## src/rtl/sevenseg_scan_driver.sv

```systemverilog
`default_nettype none
// ============================================================================
// Module : sevenseg_scan_driver
// Time-multiplexed 8-digit common-anode seven-segment driver with a load-time
// shadow register, frame-synchronous update and per-slot anode dead time.
// Rev    : 1.0
// ============================================================================
module sevenseg_scan_driver #(
   parameter int CLK_FREQUENCY_HZ       = 100000000,
   parameter int REFRESH_FREQUENCY_HZ   = 1000,
   parameter int CNTR_WIDTH             = 32,
   parameter int DEAD_CYCLES            = 100,
   parameter int SIMULATE               = 0,
   parameter int SIMULATE_FREQUENCY_CNT = 5
) (
   input  logic        clk,
   input  logic        reset_n,
   input  logic        load,
   input  logic [31:0] digits_in,
   input  logic [7:0]  dp_in,
   input  logic [7:0]  blank_in,
   output logic        pending,
   output logic        frame_tick,
   output logic [7:0]  an_n,
   output logic [6:0]  seg_n,
   output logic        dp_n
);

   localparam int c_TOP_INT  = (SIMULATE != 0) ? SIMULATE_FREQUENCY_CNT
                                               : (CLK_FREQUENCY_HZ / REFRESH_FREQUENCY_HZ) - 1;
   localparam int c_DEAD_INT = (SIMULATE != 0) ? 1 : DEAD_CYCLES;

   localparam logic [CNTR_WIDTH-1:0] c_TOP_CNT  = CNTR_WIDTH'(c_TOP_INT);
   localparam logic [CNTR_WIDTH-1:0] c_DEAD_CNT = CNTR_WIDTH'(c_DEAD_INT);
   localparam logic [2:0]            c_LAST_IDX = 3'd7;

   localparam logic [7:0] c_AN_OFF  = 8'hFF;
   localparam logic [6:0] c_SEG_OFF = 7'h7F;

   // slot timing
   logic [CNTR_WIDTH-1:0] r_cnt;
   logic [2:0]            r_idx;

   // shadow (written by load) and active (shown) display images
   logic [31:0] r_sh_digits;
   logic [7:0]  r_sh_dp;
   logic [7:0]  r_sh_blank;
   logic [31:0] r_act_digits;
   logic [7:0]  r_act_dp;
   logic [7:0]  r_act_blank;

   logic        r_pending;
   logic        r_frame_tick;
   logic [7:0]  r_an_n;
   logic [6:0]  r_seg_n;
   logic        r_dp_n;

   logic        w_tick;
   logic        w_frame;
   logic        w_dead;
   logic        w_dark;
   logic [3:0]  w_nibble;
   logic [6:0]  w_seg;
   logic [7:0]  w_an;

   assign w_tick   = (r_cnt == c_TOP_CNT);
   assign w_frame  = w_tick && (r_idx == c_LAST_IDX);
   assign w_dead   = (r_cnt < c_DEAD_CNT);
   assign w_dark   = w_dead || r_act_blank[r_idx];
   assign w_nibble = r_act_digits[{r_idx, 2'b00} +: 4];
   assign w_an     = ~(8'b0000_0001 << r_idx);

   always_comb begin
      w_seg = c_SEG_OFF;
      case (w_nibble)
         4'h0: w_seg = 7'h40;
         4'h1: w_seg = 7'h79;
         4'h2: w_seg = 7'h24;
         4'h3: w_seg = 7'h30;
         4'h4: w_seg = 7'h19;
         4'h5: w_seg = 7'h12;
         4'h6: w_seg = 7'h02;
         4'h7: w_seg = 7'h78;
         4'h8: w_seg = 7'h00;
         4'h9: w_seg = 7'h10;
         4'hA: w_seg = 7'h08;
         4'hB: w_seg = 7'h03;
         4'hC: w_seg = 7'h46;
         4'hD: w_seg = 7'h21;
         4'hE: w_seg = 7'h06;
         4'hF: w_seg = 7'h0E;
      endcase
   end

   always_ff @(posedge clk) begin
      if (!reset_n) begin
         r_cnt <= '0;
         r_idx <= '0;
      end else if (w_tick) begin
         r_cnt <= '0;
         r_idx <= r_idx + 3'd1;
      end else begin
         r_cnt <= r_cnt + 1'b1;
      end
   end

   // A load coincident with a frame boundary lands in the shadow only; the
   // active image takes the pre-load shadow and pending remains set.
   always_ff @(posedge clk) begin
      if (!reset_n) begin
         r_sh_digits  <= '0;
         r_sh_dp      <= '0;
         r_sh_blank   <= 8'hFF;
         r_act_digits <= '0;
         r_act_dp     <= '0;
         r_act_blank  <= 8'hFF;
         r_pending    <= 1'b0;
         r_frame_tick <= 1'b0;
      end else begin
         r_frame_tick <= w_frame;
         if (w_frame) begin
            r_act_digits <= r_sh_digits;
            r_act_dp     <= r_sh_dp;
            r_act_blank  <= r_sh_blank;
         end
         if (load) begin
            r_sh_digits <= digits_in;
            r_sh_dp     <= dp_in;
            r_sh_blank  <= blank_in;
            r_pending   <= 1'b1;
         end else if (w_frame) begin
            r_pending   <= 1'b0;
         end
      end
   end

   always_ff @(posedge clk) begin
      if (!reset_n) begin
         r_an_n  <= c_AN_OFF;
         r_seg_n <= c_SEG_OFF;
         r_dp_n  <= 1'b1;
      end else if (w_dark) begin
         r_an_n  <= c_AN_OFF;
         r_seg_n <= c_SEG_OFF;
         r_dp_n  <= 1'b1;
      end else begin
         r_an_n  <= w_an;
         r_seg_n <= w_seg;
         r_dp_n  <= ~r_act_dp[r_idx];
      end
   end

   assign pending    = r_pending;
   assign frame_tick = r_frame_tick;
   assign an_n       = r_an_n;
   assign seg_n      = r_seg_n;
   assign dp_n       = r_dp_n;

endmodule
`default_nettype wire

```

## config.mk

```make
export PLATFORM = sky130hd
export DESIGN_NAME = sevenseg_scan_driver
export DESIGN_NICKNAME = d
export VERILOG_FILES = /design/src/rtl/sevenseg_scan_driver.sv
export SDC_FILE = /design/constraint.sdc
export NUM_CORES = 1
export LEC_CHECK = 0
export BUFFER_PORTS_ARGS = -buffer_cell sky130_fd_sc_hd__buf_2
export CAP_MARGIN = 25
export CORE_UTILIZATION = 45
export DETAILED_ROUTE_END_ITERATION = 8
export PLACE_DENSITY_LB_ADDON = 0.15
export SETUP_SLACK_MARGIN = 0.2
export SLEW_MARGIN = 20
export SYNTH_ARGS = -nofsm -noshare
export SYNTH_HDL_FRONTEND = slang
export SYNTH_SLANG_ARGS = --single-unit
```

## constraint.sdc

```tcl
create_clock -name clk -period 2.9 [get_ports clk]
set_clock_uncertainty 0.2 [all_clocks]
set_input_delay 0.58 -clock clk [delete_from_list [all_inputs] [get_ports clk]]
set_output_delay 0.58 -clock clk [all_outputs]
set_load 0.01 [all_outputs]
```

==> results of run 1 <==
==> metal layers <==
layer  share of wire  up-vias  wire (µm)  global-route usage
met5               0        -          0                   0
met4           0.016        0        195              0.0902
met3           0.035       15        430              0.0430
met2            0.45       86       5480               0.293
met1            0.50     2000       6100               0.251
li1                -     2203          -                   -
==> registers in the layout, indices dropped and copies added, names as in the netlist, 7 cells and up <==
register      flops
r_cnt            32
seg_n             7
r_sh_digits      32
r_sh_blank        8
r_act_digits     32
r_act_dp          8
r_act_blank       8
r_sh_dp           8
an_n              8
==> power breakdown <==
| group | switching [W] | internal [W] |
|---|---|---|
| combinational | 0.0000830 | 0.0000762 |
| clock | 0.000839 | 0.00137 |
| sequential | 0.0000284 | 0.00209 |
| total | 0.000950 | 0.00354 |
==> worst paths after layout <==
path | start | to | slack, ns | cells past startpoint
worst max-delay path | r_idx[0] | seg_n[5] | 0.38 | 10
worst min-delay path | blank_in[4] | r_sh_blank[4] | 0.17 | 3
worst max register to register | r_idx[0] | seg_n[5] | 0.38 | 10
worst min register to register | r_cnt[0] | r_cnt[0] | 0.27 | 1
==> worst max-delay path, cell delays in order, from the launching register on <==
cell	delay [ns]
dfxtp_2	0.42
buf_4	0.21
mux4_2	0.52
nand2_1	0.08
nand2_1	0.17
inv_1	0.16
ha_1	0.24
inv_1	0.06
nor2_1	0.15
a21oi_1	0.06
o221ai_1	0.17
==> synthesized netlist by cell type, drive strengths merged (2+ instances only) <==
| master | number | area (µm²) |
|---|---|---|
| a21oi | 4 | 20.0 |
| and3 | 2 | 12.5 |
| and4 | 2 | 17.5 |
| buf | 19 | 131 |
| clkbuf | 18 | 68.8 |
| dfxtp | 149 | 2980 |
| ha | 13 | 163 |
| inv | 12 | 45.0 |
| mux2 | 2 | 22.5 |
| mux2i | 100 | 1000 |
| mux4 | 12 | 270 |
| nand2 | 46 | 173 |
| nand2b | 3 | 18.8 |
| nand3 | 14 | 70.1 |
| nand4 | 6 | 37.5 |
| nor2 | 128 | 480 |
| nor3 | 9 | 45.0 |
| nor4 | 14 | 87.6 |
| o211ai | 3 | 22.5 |
| o21ai | 4 | 20.0 |
| o221ai | 3 | 26.3 |
| or2 | 3 | 18.8 |
| or3 | 2 | 12.5 |
| xnor2 | 22 | 193 |
| xor2 | 9 | 78.8 |
==> layout make-up <==
type	instances	area, µm²
fillers	1228	6010
flip-flops and latches	149	2980
multi-input cells	411	2880
repair buffers	83	503
clock buffers	19	443
well taps	176	220
clock inverters	13	158
inverters	13	48.8
==> per-stage QoR <==
step | power (W) | area (µm²) | worst slack [ns] | hold slack (ns) | std cells
after floorplan | 0.00226 | 6100 | 0.449 | 0.230 | 610
after global placement | 0.00232 | 6620 | 0.258 | 0.242 | 830
after detailed placement | 0.00233 | 6620 | 0.208 | 0.256 | 830
after CTS | 0.00454 | 7220 | 0.301 | 0.153 | 862
after global routing | 0.00466 | 7230 | 0.226 | 0.179 | 864
final | 0.00449 | 7230 | 0.380 | 0.169 | 864
==> kinds of logic (layout without fill, tap and decap cells) <==
family | count (synthesis) | in the layout | synth area share
AND/OR/NAND/NOR | 235 | 235 | 0.168
flip-flops | 149 | 149 | 0.489
multiplexers | 114 | 114 | 0.212
buffers and inverters | 50 | 128 | 0.0408
XOR/XNOR | 31 | 31 | 0.0445
AO/OA/AOI/OAI | 18 | 18 | 0.0197
adder cells (fa/ha/maj) | 13 | 13 | 0.0266
==> repair_timing <==
action,4_1_cts,5_1_grt
resized for setup,1,1
pin swaps,0,0
setup buffers,0,2
setup endpoints to repair,1,38
==> results.toml, run 1 <==
[global_route]
antenna_found_initial = 0
grt_pass1_vias = 4137
grt_pass1_wl_um = 20700
grt_max_degree = 52
grt_overflow = 0
grt_usage = 0.189

[clocking]
holdBufCountCts = 0
htreeDepth = 4
cts_tree = "yes"
clk-insertion-delay-late_ns = 0.43
numCtsBuffers = 17
cts_root_buffer = "clkbuf_16"
cts_num_sinks = 149
clockBufferDepth = 2
clk_pin_slew_ns = 0.06

[floorplanning]
num_rows = 42
start_util = 0.461
ios = 69
die-height_um = 118
die_area_um2 = 14000
die_w_um = 118
coreArea_um2 = 13200

[route]
drtAntennaViolNets = 0
drt_iter0_drc = 174
viasPerCell = 4.98
drc_errors = 0
wl_um = 12200
wl_per_cell_um = 14.1
first_pass_iters = 4
vias = 4304

[layout]
n_antenna_cell = 0
final_common_cell = "dfxtp_1"
final_cell_mix = "dfxtp_1 (148), nor2_1 (128), mux2i_1 (100)"
syn_to_final_growth_pct = 18.5
final_nets = 739
fin_util = 0.546
drive_gt1_frac = 0.196

[sta]
finalCritPeriodShare = 0.869
min_period_ns = 2.52
max-slew-margin-rel = 0.568
max_freq_mhz = 397
tightest_slew_ns = 0.646
setup_viol = 0
rsz0062_at_grt = "false"
hold_viol_final = 0
setup_tns_ns = 0
maxSlewViolCount = 0

[place]
numPortBuffers = 68
hpwl_um = 8260
globalplace.congestion = 0.807

[run]
drv_cap = 0

[synth]
synth_edf_count = 0
syn_area_um2 = 6100
synth_cell_types = 42
syn_nets = 674
synthFlopType = "dfxtp_1"
yosysWarnings = 0
synthArstFlopShare = 0
synth_seq_cells = 149
avgSynthCellArea_um2 = 10.0
netlist_instances = 610
synth_seq_area_share = 0.489

[run_status]
status = "completed"

[power]
p_leak_nw = 3.22
p_per_area_nw_per_um2 = 620
irDropWorstVdd_uv = 343

[setup_path]
crit_type = "reg -> reg"
cp.required_ns = 3.04
crit_fanout = 6
critical_path.endpoint_type = "register"
startpoint_type = "register"
arrival_ns = 2.66

[hold_path]
min_path_type = "in -> reg"
(Power assumes the default switching activity.)
==> run 2, diff against run 1 <==
--- a/config.mk
+++ b/config.mk
@@ -5,13 +5,12 @@
 export SDC_FILE = /design/constraint.sdc
 export NUM_CORES = 1
 export LEC_CHECK = 0
+export ABC_CLOCK_PERIOD_IN_PS = 2900
 export BUFFER_PORTS_ARGS = -buffer_cell sky130_fd_sc_hd__buf_2
 export CAP_MARGIN = 25
 export CORE_UTILIZATION = 45
 export DETAILED_ROUTE_END_ITERATION = 8
-export PLACE_DENSITY_LB_ADDON = 0.15
 export SETUP_SLACK_MARGIN = 0.2
-export SLEW_MARGIN = 20
 export SYNTH_ARGS = -nofsm -noshare
 export SYNTH_HDL_FRONTEND = slang
 export SYNTH_SLANG_ARGS = --single-unit
==> run 2 against run 1 <==
Against the previous run:
- global-route usage decreased by 0.14 points
- worst setup slack improved by 0.011 ns
- sequential share of layout area increased by 0.26 points
- combinational power about the same
- largest power group unchanged
==> results.toml, run 2 (synthesized netlist as in run 1, its figures left out) <==
[sta]
maxSlewViolCount = 0
finalCritPeriodShare = 0.865
rsz0062_at_grt = "false"
max_freq_mhz = 399
setup_tns_ns = 0
min_period_ns = 2.51
setup_viol = 0
whs_ns = 0.172
max-slew-margin-rel = 0.660
tightest_slew_ns = 0.508
hold_viol_final = 0

[global_route]
grt_usage = 0.188
grt_overflow = 0
antenna_found_initial = 0
grt_pass1_vias = 4328
grt_pass1_wl_um = 20600
grt_max_degree = 66

[floorplanning]
die-height_um = 118
start_util = 0.461
die_w_um = 118
ios = 69
die_area_um2 = 14000
num_rows = 42
coreArea_um2 = 13200

[route]
maxUsedRoutingLayer = "met4"
first_pass_iters = 4
vias = 4318
met2_length_um = 5360
wl_met1_um = 5910
drc_errors = 0
wl_um = 12000
wl_per_cell_um = 14.0
viasPerCell = 5.02
drt_iter0_drc = 201
drtAntennaViolNets = 0
wl_met3_um = 536

[setup_path]
critical_path.endpoint_type = "register"
worst_path_max_delay_cell = "dfxtp_1"
crit_fanout = 11
cpLargestDelayFamily = "multiplexers"
cp.required_ns = 3.03
crit_path_max_incr_delay_ns = 0.47
regToRegStartpoint = "r_idx[1]"
startpoint_type = "register"
path_buf_inv = 2
critPathLaunch = "r_idx[1]"
path_cells = "buf_4, mux4_2, mux2_2, inv_1, ha_1, o211a_1, o21ai_0"
crit_type = "reg -> reg"
arrival_ns = 2.63

[clocking]
htreeDepth = 4
cts_root_buffer = "clkbuf_16"
holdBufCountCts = 0
numCtsBuffers = 17
cts_num_sinks = 149
cts_tree = "yes"
clk_pin_slew_ns = 0.06
clk-insertion-delay-late_ns = 0.42
clockBufferDepth = 2
cts_setup_buffers = 0

[place]
hpwl_um = 8260
numPortBuffers = 68
globalplace.congestion = 0.773

[power]
p_per_area_nw_per_um2 = 622
irDropWorstVdd_uv = 425
p_leak_nw = 3.20

[layout]
final_cell_mix = "dfxtp_1 (149), nor2_1 (128), mux2i_1 (100)"
final_nets = 736
syn_to_final_growth_pct = 17.7
fillers = 1250
n_antenna_cell = 0
final_common_cell = "dfxtp_1"
reg_top3 = "r_act_digits: 32 flops, r_cnt: 32 flops, r_sh_digits: 32 flops"
drive_gt1_frac = 0.189

[run]
drv_cap = 0

[hold_path]
min_path_type = "in -> reg"
hp-start = "blank_in[5]"

[run_status]
status = "completed"
==> run 2: final timing paths <==
kind                    endpoint  slack, ns  cells past startpoint
setup / recovery        seg_n[3]       0.39                      7
hold / removal     r_sh_blank[5]       0.17                      3
setup reg to reg        seg_n[3]       0.39                      7
hold reg to reg   r_act_blank[0]       0.28                      2
==> run 2: worst min-delay path, stage by stage <==
cell	delay [ns]
buf_2	0.07
mux2i_1	0.05
nand2_1	0.06
==> run 2: cell type report <==
cell class                 instances  area, µm²  area share
sequential                       149       2980       0.415
timing repair buffer              80        459      0.0639
clock buffer                      22        464      0.0646
inverter                          13       48.8     0.00679
multi-input combinational        411       2880       0.401
tap                              176        220      0.0306
clock inverter                     9        128      0.0178
==> run 2: per-layer routing <==
| layer | vias up | GRT usage |
|---|---|---|
| li1 | 2196 | - |
| met1 | 2019 | 0.242 |
| met2 | 86 | 0.291 |
| met3 | 17 | 0.0579 |
| met4 | 0 | 0.0831 |
| met5 | - | 0 |
==> run 2: power breakdown <==
group / internal [W] / switching (W) / total [W]
sequential: 0.00209 / 0.0000284 / 0.00212
combinational: 0.0000760 / 0.0000834 / 0.000159
clock: 0.00139 / 0.000797 / 0.00219
total: 0.00356 / 0.000909 / 0.00447
==> run 2: what timing repair did <==
action | CTS | global route
endpoints found under the hold margin | 0 | 0
gates resized for setup | 0 | 2
endpoints found under the setup margin | 0 | 36
==> run 2: per-stage QoR <==
step	utilization	total power [W]	cells	setup slack [ns]	instance area (µm²)
after floorplan	-	0.00226	610	0.449	6100
after global placement	0.497	0.00232	829	0.421	6580
after detailed placement	0.497	0.00233	829	0.384	6580
after CTS	0.542	0.00452	860	0.355	7180
after global routing	0.543	0.00463	860	0.203	7190
final	0.543	0.00447	860	0.391	7190
